### src/rtl/edge_tick.sv
// Multi-channel synchronizer, optional debouncer and edge-tick generator with sticky pending flags.
// Define EDGE_TICK_DEBOUNCE_EN to compile in the per-channel debounce counters.
module edge_tick #(
    parameter int unsigned WIDTH       = 4,
    parameter int unsigned SYNC_STAGES = 2,
    parameter int unsigned DEB_CYCLES  = 4
) (
    input  logic             i_clk,
    input  logic             i_rst,
    input  logic [WIDTH-1:0] i_sig,
    input  logic [1:0]       i_mode,
    input  logic [WIDTH-1:0] i_clr,
    output logic [WIDTH-1:0] o_level,
    output logic [WIDTH-1:0] o_tick,
    output logic [WIDTH-1:0] o_pend,
    output logic             o_any
);

    // Elaboration-time parameter legality checks
    if (SYNC_STAGES < 2 || SYNC_STAGES > 4) begin : g_bad_sync
        $error("edge_tick: SYNC_STAGES must be 2..4");
    end
    if (DEB_CYCLES < 1 || DEB_CYCLES > 255) begin : g_bad_deb
        $error("edge_tick: DEB_CYCLES must be 1..255");
    end

    logic [WIDTH-1:0] sync_q [SYNC_STAGES];
    logic [WIDTH-1:0] level_q, level_d;
    logic [WIDTH-1:0] tick_q, tick_d;
    logic [WIDTH-1:0] pend_q, pend_d;
    logic [WIDTH-1:0] mismatch;
    logic [WIDTH-1:0] flip;

    always_ff @(posedge i_clk) begin
        if (i_rst) begin
            for (int s = 0; s < int'(SYNC_STAGES); s++) begin
                sync_q[s] <= '0;
            end
        end else begin
            sync_q[0] <= i_sig;
            for (int s = 1; s < int'(SYNC_STAGES); s++) begin
                sync_q[s] <= sync_q[s-1];
            end
        end
    end

    assign mismatch = sync_q[SYNC_STAGES-1] ^ level_q;

`ifdef EDGE_TICK_DEBOUNCE_EN
    localparam int unsigned CntW = 8;

    logic [CntW-1:0] cnt_q [WIDTH];
    logic [CntW-1:0] cnt_d [WIDTH];

    // Count consecutive mismatch edges; flip and restart once the run reaches DEB_CYCLES
    always_comb begin
        flip = '0;
        for (int c = 0; c < int'(WIDTH); c++) begin
            cnt_d[c] = '0;
            if (mismatch[c]) begin
                if (cnt_q[c] == CntW'(DEB_CYCLES - 1)) begin
                    flip[c] = 1'b1;
                end else begin
                    cnt_d[c] = cnt_q[c] + CntW'(1);
                end
            end
        end
    end

    always_ff @(posedge i_clk) begin
        if (i_rst) begin
            for (int c = 0; c < int'(WIDTH); c++) begin
                cnt_q[c] <= '0;
            end
        end else begin
            for (int c = 0; c < int'(WIDTH); c++) begin
                cnt_q[c] <= cnt_d[c];
            end
        end
    end
`else
    always_comb begin
        flip = mismatch;
    end
`endif

    // Edge qualification by mode; a new tick sets pending even if clear is requested
    always_comb begin
        level_d = level_q ^ flip;
        tick_d  = (flip & ~level_q & {WIDTH{i_mode[0]}})
                | (flip &  level_q & {WIDTH{i_mode[1]}});
        pend_d  = tick_d | (pend_q & ~i_clr);
    end

    always_ff @(posedge i_clk) begin
        if (i_rst) begin
            level_q <= '0;
            tick_q  <= '0;
            pend_q  <= '0;
        end else begin
            level_q <= level_d;
            tick_q  <= tick_d;
            pend_q  <= pend_d;
        end
    end

    assign o_level = level_q;
    assign o_tick  = tick_q;
    assign o_pend  = pend_q;
    assign o_any   = |pend_q;

endmodule

### config.mk
export PLATFORM = sky130hd
export DESIGN_NAME = edge_tick
export DESIGN_NICKNAME = d
export VERILOG_FILES = /design/src/rtl/edge_tick.sv
export SDC_FILE = /design/constraint.sdc
export NUM_CORES = 1
export LEC_CHECK = 0
export CORE_MARGIN = 2
export CORE_UTILIZATION = 35
export DETAILED_ROUTE_END_ITERATION = 10
export GPL_TIMING_DRIVEN = 1
export PLACE_DENSITY = 0.71
export SETUP_SLACK_MARGIN = 0.2
export SLEW_MARGIN = 10
export SYNTH_ARGS = -nofsm -noshare
export SYNTH_HDL_FRONTEND = slang
export SYNTH_SLANG_ARGS = --single-unit
export TNS_END_PERCENT = 20
### constraint.sdc
create_clock -name i_clk -period 1.2 [get_ports i_clk]
set_input_delay 0.36 -clock i_clk [delete_from_list [all_inputs] [get_ports i_clk]]
set_output_delay 0.36 -clock i_clk [all_outputs]
set_load 0.05 [all_outputs]
# Word level (Yosys, flattened, before mapping)
# Memory sizes are Yosys's and may differ from the RTL's.
# Index checks and enable logic that the tools add are counted.
[word_totals]
n_memories = 1
out_inout_bits = 13
reg_bits = 12
ramBits = 8
[op_classes]
n_reduce_logical = 1
mux = 5
bitwise_logic = 13
[memory_table]
columns = ["name", "words", "word_bits", "rd", "rd_clocked_by_memory_dff", "write_ports", "line_no", "rtl"]
rows = [
  ["sync_q", 2, 4, 2, 0, 2, "27", "logic [WIDTH-1:0] sync_q [SYNC_STAGES];"],
]
[ops]
columns = ["op", "count"]
rows = [
  ["AND 4 bit", 5],
  ["2-to-1 mux 4 bit", 2],
  ["inverter 4 bit", 2],
  ["OR 4 bit", 2],
  ["bitwise XOR 4 bit", 2],
  ["OR reduction 4 bit", 1],
  ["2-to-1 mux 1 bit", 3],
  ["OR 1 bit", 2],
]

# Longest topological paths before layout
# Gate-level depths: netlist of the first run.
[depth]
depth_word = 5
depth_mapped = 2
ltp_nobuf = 2

# Least setup slack after synthesis of the first run
# Ideal clock, no wire load.
[synth_timing]
kind = "register to output"
start = "reg pend_q[2] (netlist: o_pend[2])"
end = "out o_any"
arrival_time_ps = 1292
path_buffers = 0
stages_incl_launch_ff = 2
slack_ps = -452
cell_sequence = "dfxtp_1 -> or4_1"
[synth_between]
elab_chain_len = 1
[synth_rtl]
columns = ["element", "line_no", "rtl"]
rows = [
  ["from (decl)", "30", "logic [WIDTH-1:0] pend_q, pend_d;"],
  ["from (signal assigned)", "103", "pend_q <= pend_d;"],
  ["OR reduction 4 bit", "110", "assign o_any = |pend_q;"],
  ["to (decl)", "16", "output logic o_any"],
]
# No other way between the ends.

# Worst setup path in the final report of the first run
[layout_timing]
start = "reg pend_q[1] (netlist: o_pend[1])"
end = "out o_any"
# The elaborated chain is that of the path after synthesis.

==> results.sh, run 1 <==
export IMPL_pin_count=25
export IMPL_drtPass1Iterations=4
export IMPL_irDropWorstVdd_uv=899
export IMPL_yosysSeqAreaShare_pct=64.4
export IMPL_path_class="reg -> out"
export IMPL_hold_path_class="reg -> reg"
export IMPL_slew_headroom_pct=88.5
export IMPL_fp_dieW_um=46.2
export IMPL_violations="negative setup slack"
export IMPL_p_comb_share_pct=16.4
export IMPL_worst_slack_ns=-0.488
export IMPL_nets=101
export IMPL_synth_top_area_share_pct=64.4
export IMPL_ys_top_cells_by_area="dfxtp_1 64%, nor2b_1 12%, nand3b_1 9.7%"
export IMPL_setup_viol=5
export IMPL_area_growth_pct=82.3
export IMPL_dp_cells=100
export IMPL_p_clk_share_pct=29.8
export IMPL_dp_hpwl_um=873
export IMPL_instances_no_fill=105
export IMPL_p_sw_uw=309
export IMPL_core_rowCount=15
export IMPL_fin_crit_ns=1.69
export IMPL_synthCells=55
export IMPL_diodes=0
export IMPL_internal_power_uw=988
export IMPL_cp_data_arrival_time_ns=1.33
export IMPL_min_delay_worst_endpoint="sync_q[0][7]"
export IMPL_ctsHtreeMaxLevel=1
export IMPL_clkTransAtPathRegs_ns=0.11
export IMPL_start_kind="flop"
export IMPL_drive_above_1_share_pct=43.2
export IMPL_outcome="complete, but fails checks"
export IMPL_core_sq_mm=0.00169
export IMPL_hold_path_startpoint="sync_q[0][3]"
export IMPL_cp_end_kind="output port"
export IMPL_cts_tree="built"
export IMPL_min_path_cells=1
export IMPL_drv_cap=0
export IMPL_numPortBuffers=24
export IMPL_clk_latency_ns=0.30
export IMPL_reg2regPathDepth=3
export IMPL_synth_seq_cells=20
export IMPL_grt_pass1_vias=453
export IMPL_cts_buffers=3
export IMPL_rrSetupSlack_ns=0.31
export IMPL_p_seq_share_pct=53.8
export IMPL_viasPerCell=4.84
export IMPL_rsz0062_at_grt="yes"
export IMPL_p_leak_uw=0.000435
export IMPL_cts_buffer_depth=2
export IMPL_worst_clock_skew_ns=0.00265
export IMPL_die_area_sq_mm=0.00213
export IMPL_fmax_mhz=592
export IMPL_wirelength_um=1180
export IMPL_grt_usage_pct=12.6
export IMPL_finalMaxSlewViolations=0
export IMPL_num_vias=508
export IMPL_r2r_end="o_pend[2]"
export IMPL_power_uw=1300
export IMPL_syn_cell_area_sq_um=622
export IMPL_hold_violations=0
export IMPL_p_sw_share_pct=23.8
export IMPL_antenna_left=0
export IMPL_syn_nets=67
export IMPL_die_h_um=46.2
export IMPL_drt_wirelength_per_cell_um=11.2
export IMPL_cp_max_fo=2
export IMPL_ys_types=9
export IMPL_post_route_drc_count=0
export IMPL_antenna_found_initial=0
export IMPL_initial_core_util_pct=36.8
export IMPL_worst_slew_pin_slew_ns=0.172
export IMPL_cts_sinks=20
export IMPL_final_area_sq_mm=0.00113
export IMPL_syn_area_per_cell_sq_um=11.3
export IMPL_critPathRequiredTime_ns=0.84
export IMPL_synth_top_area_cell="dfxtp_1"
export IMPL_powerDensity_mw_per_mm2=1140
export IMPL_grt_pass1_wl_um=1870
export IMPL_placed_cell_area_sq_mm=0.00105
export IMPL_grt_overflow=0
export IMPL_cts_root_buf="clkbuf_4"
export IMPL_r2r_start="o_pend[2]"
export IMPL_grt_max_degree=12
export IMPL_globalplace_congestion=0.645
export IMPL_drt_iter0_drc=3
export IMPL_ys_warn_count=0
export IMPL_period_share_pct=141
==> how the worst max path moves through the flow <==
| stage | from | endpoint | cells past startpoint | slack [ns] |
|---|---|---|---|---|
| 2_1_floorplan | o_pend[3] | o_any | 1 | -0.20 |
| 3_3_place_gp | o_pend[3] | o_any | 2 | -0.19 |
| 3_5_place_dp | o_pend[3] | o_any | 2 | -0.19 |
| 4_1_cts | o_pend[1] | o_any | 2 | -0.49 |
| 5_1_grt | o_pend[2] | o_any | 2 | -0.51 |
| 6_report | o_pend[1] | o_any | 2 | -0.49 |
==> layout make-up <==
class	instances	area [sq um]
fill	133	556
clock buffer	4	36.3
multi-input combinational	33	221
tap	17	21.3
timing repair buffer	31	429
sequential	20	425
==> worst max-delay path, stage by stage, from the launching register on <==
cell     delay (ns)
dfxtp_4        0.35
or4_4          0.51
buf_8          0.16
==> per-stage QoR <==
step           TNS [ns]  utilization [%]  worst slack [ns]  hold WS, ns
4_1_cts          -0.869             66.6            -0.492        0.452
3_5_place_dp     -0.626             62.3            -0.190        0.427
3_3_place_gp     -0.549             62.3            -0.188        0.418
6_report         -0.850             67.1            -0.488        0.449
5_1_grt          -0.985             67.1            -0.514        0.474
2_1_floorplan    -0.199                -            -0.199        0.414
==> synth_stat cells <==
cell / instances
nand3b_1: 8
or2b_1: 1
nand2b_1: 3
a31oi_1: 4
clkbuf_1: 2
a21oi_1: 4
or4_1: 1
dfxtp_1: 20
nor2b_1: 12
==> power by group through the flow <==
stage	Sequential, uW	Combinational, uW	Clock, uW
5_1_grt	701	225	410
6_report	698	213	386
3_3_place_gp	713	200	0
4_1_cts	701	214	388
2_1_floorplan	751	51.8	0
3_5_place_dp	715	202	0
==> cells by family (layout without fill, tap and decap cells) <==
group,after synthesis,in the layout,share of synthesized area (%)
simple gates,25,25,27.2
buf+inv,2,35,1.21
compound gates,8,8,7.24
flops,20,20,64.4
==> layout by cell type, fill, tap and decap left out <==
master / n
nand3b_1: 8
buf_4: 4
dfxtp_2: 8
dfxtp_4: 4
or4_4: 1
clkbuf_8: 1
clkdlybuf4s50_1: 11
dfxtp_1: 8
clkbuf_4: 3
or2b_1: 1
buf_6: 3
nor2b_1: 12
a31oi_1: 4
buf_8: 1
a21oi_2: 1
buf_12: 12
a21oi_1: 3
nand2b_1: 3
==> routing by layer <==
| layer | routed length, um | vias up | track usage [%] |
|---|---|---|---|
| met5 | 0 | - | 0 |
| met4 | 18 | 0 | 6.86 |
| met3 | 73 | 2 | 2.35 |
| met2 | 617 | 22 | 21.9 |
| met1 | 470 | 230 | 14.3 |
| li1 | - | 254 | - |
==> flip-flops by register name (all words and copies together), names as in the netlist <==
signal and count:
o_level 4, o_pend 4, o_tick 4, sync_q 8
==> repair_timing <==
action	in CTS	in global routing
setup endpoints to repair	13	14
hold buffers	0	0
setup buffers	1	0
resized for setup	13	3
pin swaps	1	0
Note: power is estimated with default switching activity, not from simulation.
==> inputs of run 2 (changes only) <==
--- a/config.mk
+++ b/config.mk
@@ -7,6 +7,7 @@
 export LEC_CHECK = 0
 export CORE_MARGIN = 2
 export CORE_UTILIZATION = 35
+export CTS_CLUSTER_DIAMETER = 120
 export DETAILED_ROUTE_END_ITERATION = 10
 export GPL_TIMING_DRIVEN = 1
 export PLACE_DENSITY = 0.71
==> results of run 2 <==
Same layout as run 1: the final DEF is identical, and so are final timing and power.
==> RTL edit (flow settings as in run 2) <==
Add a define of `EDGE_TICK_DEBOUNCE_EN`.
--- a/src/rtl/edge_tick.sv
+++ b/src/rtl/edge_tick.sv
@@ -1,5 +1,7 @@
 // Multi-channel synchronizer, optional debouncer and edge-tick generator with sticky pending flags.
 // Define EDGE_TICK_DEBOUNCE_EN to compile in the per-channel debounce counters.
+`define EDGE_TICK_DEBOUNCE_EN
+
 module edge_tick #(
     parameter int unsigned WIDTH       = 4,
     parameter int unsigned SYNC_STAGES = 2,
Formal check against the unedited RTL: not equivalent (Yosys sat finds a counterexample within 4 cycles, from zero or initial values and one cycle with i_rst high).
==> RTL edit against run 2 <==
- the run still ends with negative setup slack left
- total power rose by 120%
- routed wire length grew to 4.2 times the old value
- critical path depth did not move
- fmax fell by 0.91%
- worst setup slack got worse by 0.015 ns
- combinational power fell by 37%
- synthesized area rose to 3.4 times the old value
- sequential cell count increased by 32
- cell area grew to 3.0 times the old value
- largest cell class is now multi-input combinational cells
==> RTL edit: results (changes against run 2) <==
| Metric | Value |
|---|---|
| Status | finished, violations left (unchanged) |
| Root Driver | clkbuf_8 (was clkbuf_4) |
| CP max stage delay | 0.53 ns (was 0.51 ns) |
| P_leak | 0.00125 uW (was 0.000435 uW) |
| Most common library cells after synthesis | dfxtp_1 (52), nor2_1 (20), nand3_1 (16), o21ai_0 (16) (was dfxtp_1 (20), nor2b_1 (12), nand3b_1 (8)) |
| Worst rel slew slack | 76.3% (was 88.5%) |
| Post-Layout Cell Count | 393 (was 105) |
| Worst-case clock skew | 0.0114 ns (was 0.00265 ns) |
| Failing checks | negative setup slack (unchanged) |
| Largest net degree at the start of global routing | 17 (was 12) |
| Top cells by area, synth | dfxtp_1 (50%), or3_1 (4.2%), xor2_1 (4.2%), nand3_1 (3.8%), o21ai_0 (3.8%) (was dfxtp_1 (64%), nor2b_1 (12%), nand3b_1 (9.7%), a31oi_1 (4.0%), a21oi_1 (3.2%)) |
| Mapped Nets | 243 (was 67) |
| Worst Setup Slack, final | -0.504 ns (was -0.488 ns) |
| Final #Nets | 333 (was 101) |
| DP Cell Count | 383 (was 100) |
| Synth unique cells | 37 (was 9) |
| Routed wire per std cell | 12.6 um (was 11.2 um) |
| Final Setup Violations | 47 (was 5) |
| Share of layout cells above drive strength 1 | 42.8% (was 43.2%) |
| Pre-CTS WS | -0.377 ns (was -0.190 ns) |
| Vias in the first global route | 1,937 (was 453) |
| DP HPWL | 3.46 mm (was 873 um) |
| Vias per inst | 4.96 (was 4.84) |
| Setup TNS | -8.88 ns (was -0.850 ns) |
| VDD IR max | 0.473 mV (was 0.899 mV) |
| CTS H-Tree Depth | 2 (was 1) |
| Syn Inst Count | 227 (was 55) |
| Initial DRC count | 65 (was 3) |
| Global-route wire length before repair | 8.32 mm (was 1.87 mm) |
| Num CTS Buffers | 5 (was 3) |
| # fillers | 460 (was 133) |
| GRT Total Usage | 15.9% (was 12.6%) |
| Sequential area share after synthesis | 49.5% (was 64.4%) |
| Final Wtd Congestion | 0.806 (was 0.645) |
| Worst Hold Class | reg2reg (unchanged) |
[RTL edit: cell count changes after synthesis, moves of 5 or more]
| cell | run 2 | this run |
|---|---|---|
| nor3_1 | 0 | 5 |
| or3_1 | 0 | 14 |
| nand3_1 | 0 | 16 |
| xnor2_1 | 0 | 5 |
| nand2_1 | 0 | 14 |
| dfxtp_1 | 20 | 52 |
| o21ai_0 | 0 | 16 |
| inv_1 | 0 | 6 |
| nand4_1 | 0 | 5 |
| a21oi_1 | 4 | 13 |
| nor2_1 | 0 | 20 |
| xor2_1 | 0 | 10 |
[RTL edit: cell families (layout without fill, tap and decap cells)]
family,count (synthesis),after routing,synth area share (%)
AO/OA/AOI/OAI,43,43,12.9
XOR/XNOR,15,15,6.25
adder cells (fa/ha/maj),4,4,2.38
buffers and inverters,9,100,1.61
flip-flops,52,52,49.5
AND/OR/NAND/NOR,104,104,27.3
[RTL edit: worst paths after layout]
kind / from / end / slack, ns / cells past startpoint
max: o_pend[2] / o_any / -0.50 / 2
min: sync_q[0][2] / sync_q[0][6] / 0.45 / 1
max reg2reg: cnt_q[2][7] / register / -0.34 / 3
min reg2reg: sync_q[0][2] / sync_q[0][6] / 0.45 / 1
[RTL edit: layer usage]
layer  part of all wire, %  GRT usage [%]  vias to the layer above
met5                     0              0                        -
met4                   1.5           5.93                        0
met3                   3.6           2.64                        6
met2                    51           27.7                       36
met1                    44           19.7                      912
li1                      -              -                      996
[RTL edit: repair_timing]
| item | in CTS | in global routing |
|---|---|---|
| pin swaps | 19 | 5 |
| gates resized for setup | 49 | 16 |
| endpoints found under the setup margin | 65 | 56 |
| setup buffers | 0 | 2 |
[RTL edit: cell type report]
| type | count | share of cell area, % |
|---|---|---|
| multi-input cells | 166 | 36.4 |
| clock inverters | 2 | 0.370 |
| repair buffers | 86 | 25.7 |
| flip-flops and latches | 52 | 31.9 |
| well taps | 75 | 2.77 |
| inverters | 6 | 0.665 |
| clock buffers | 6 | 2.14 |
[RTL edit: where the power goes]
part | internal (uW) | leakage, uW | switching, uW
sequential | 1730 | 0.000433 | 11.4
combinational | 74.5 | 0.000776 | 60.1
clock | 409 | 0.0000412 | 567
total | 2210 | 0.00125 | 638
[RTL edit: per-stage QoR]
step / instance area (um^2) / total power (uW) / util (%)
2_1_floorplan: 2150 / 1830 / -
3_3_place_gp: 3040 / 1910 / 52.0
3_5_place_dp: 3040 / 1910 / 52.0
4_1_cts: 3320 / 2870 / 56.7
5_1_grt: 3390 / 2950 / 57.9
6_report: 3390 / 2850 / 57.9
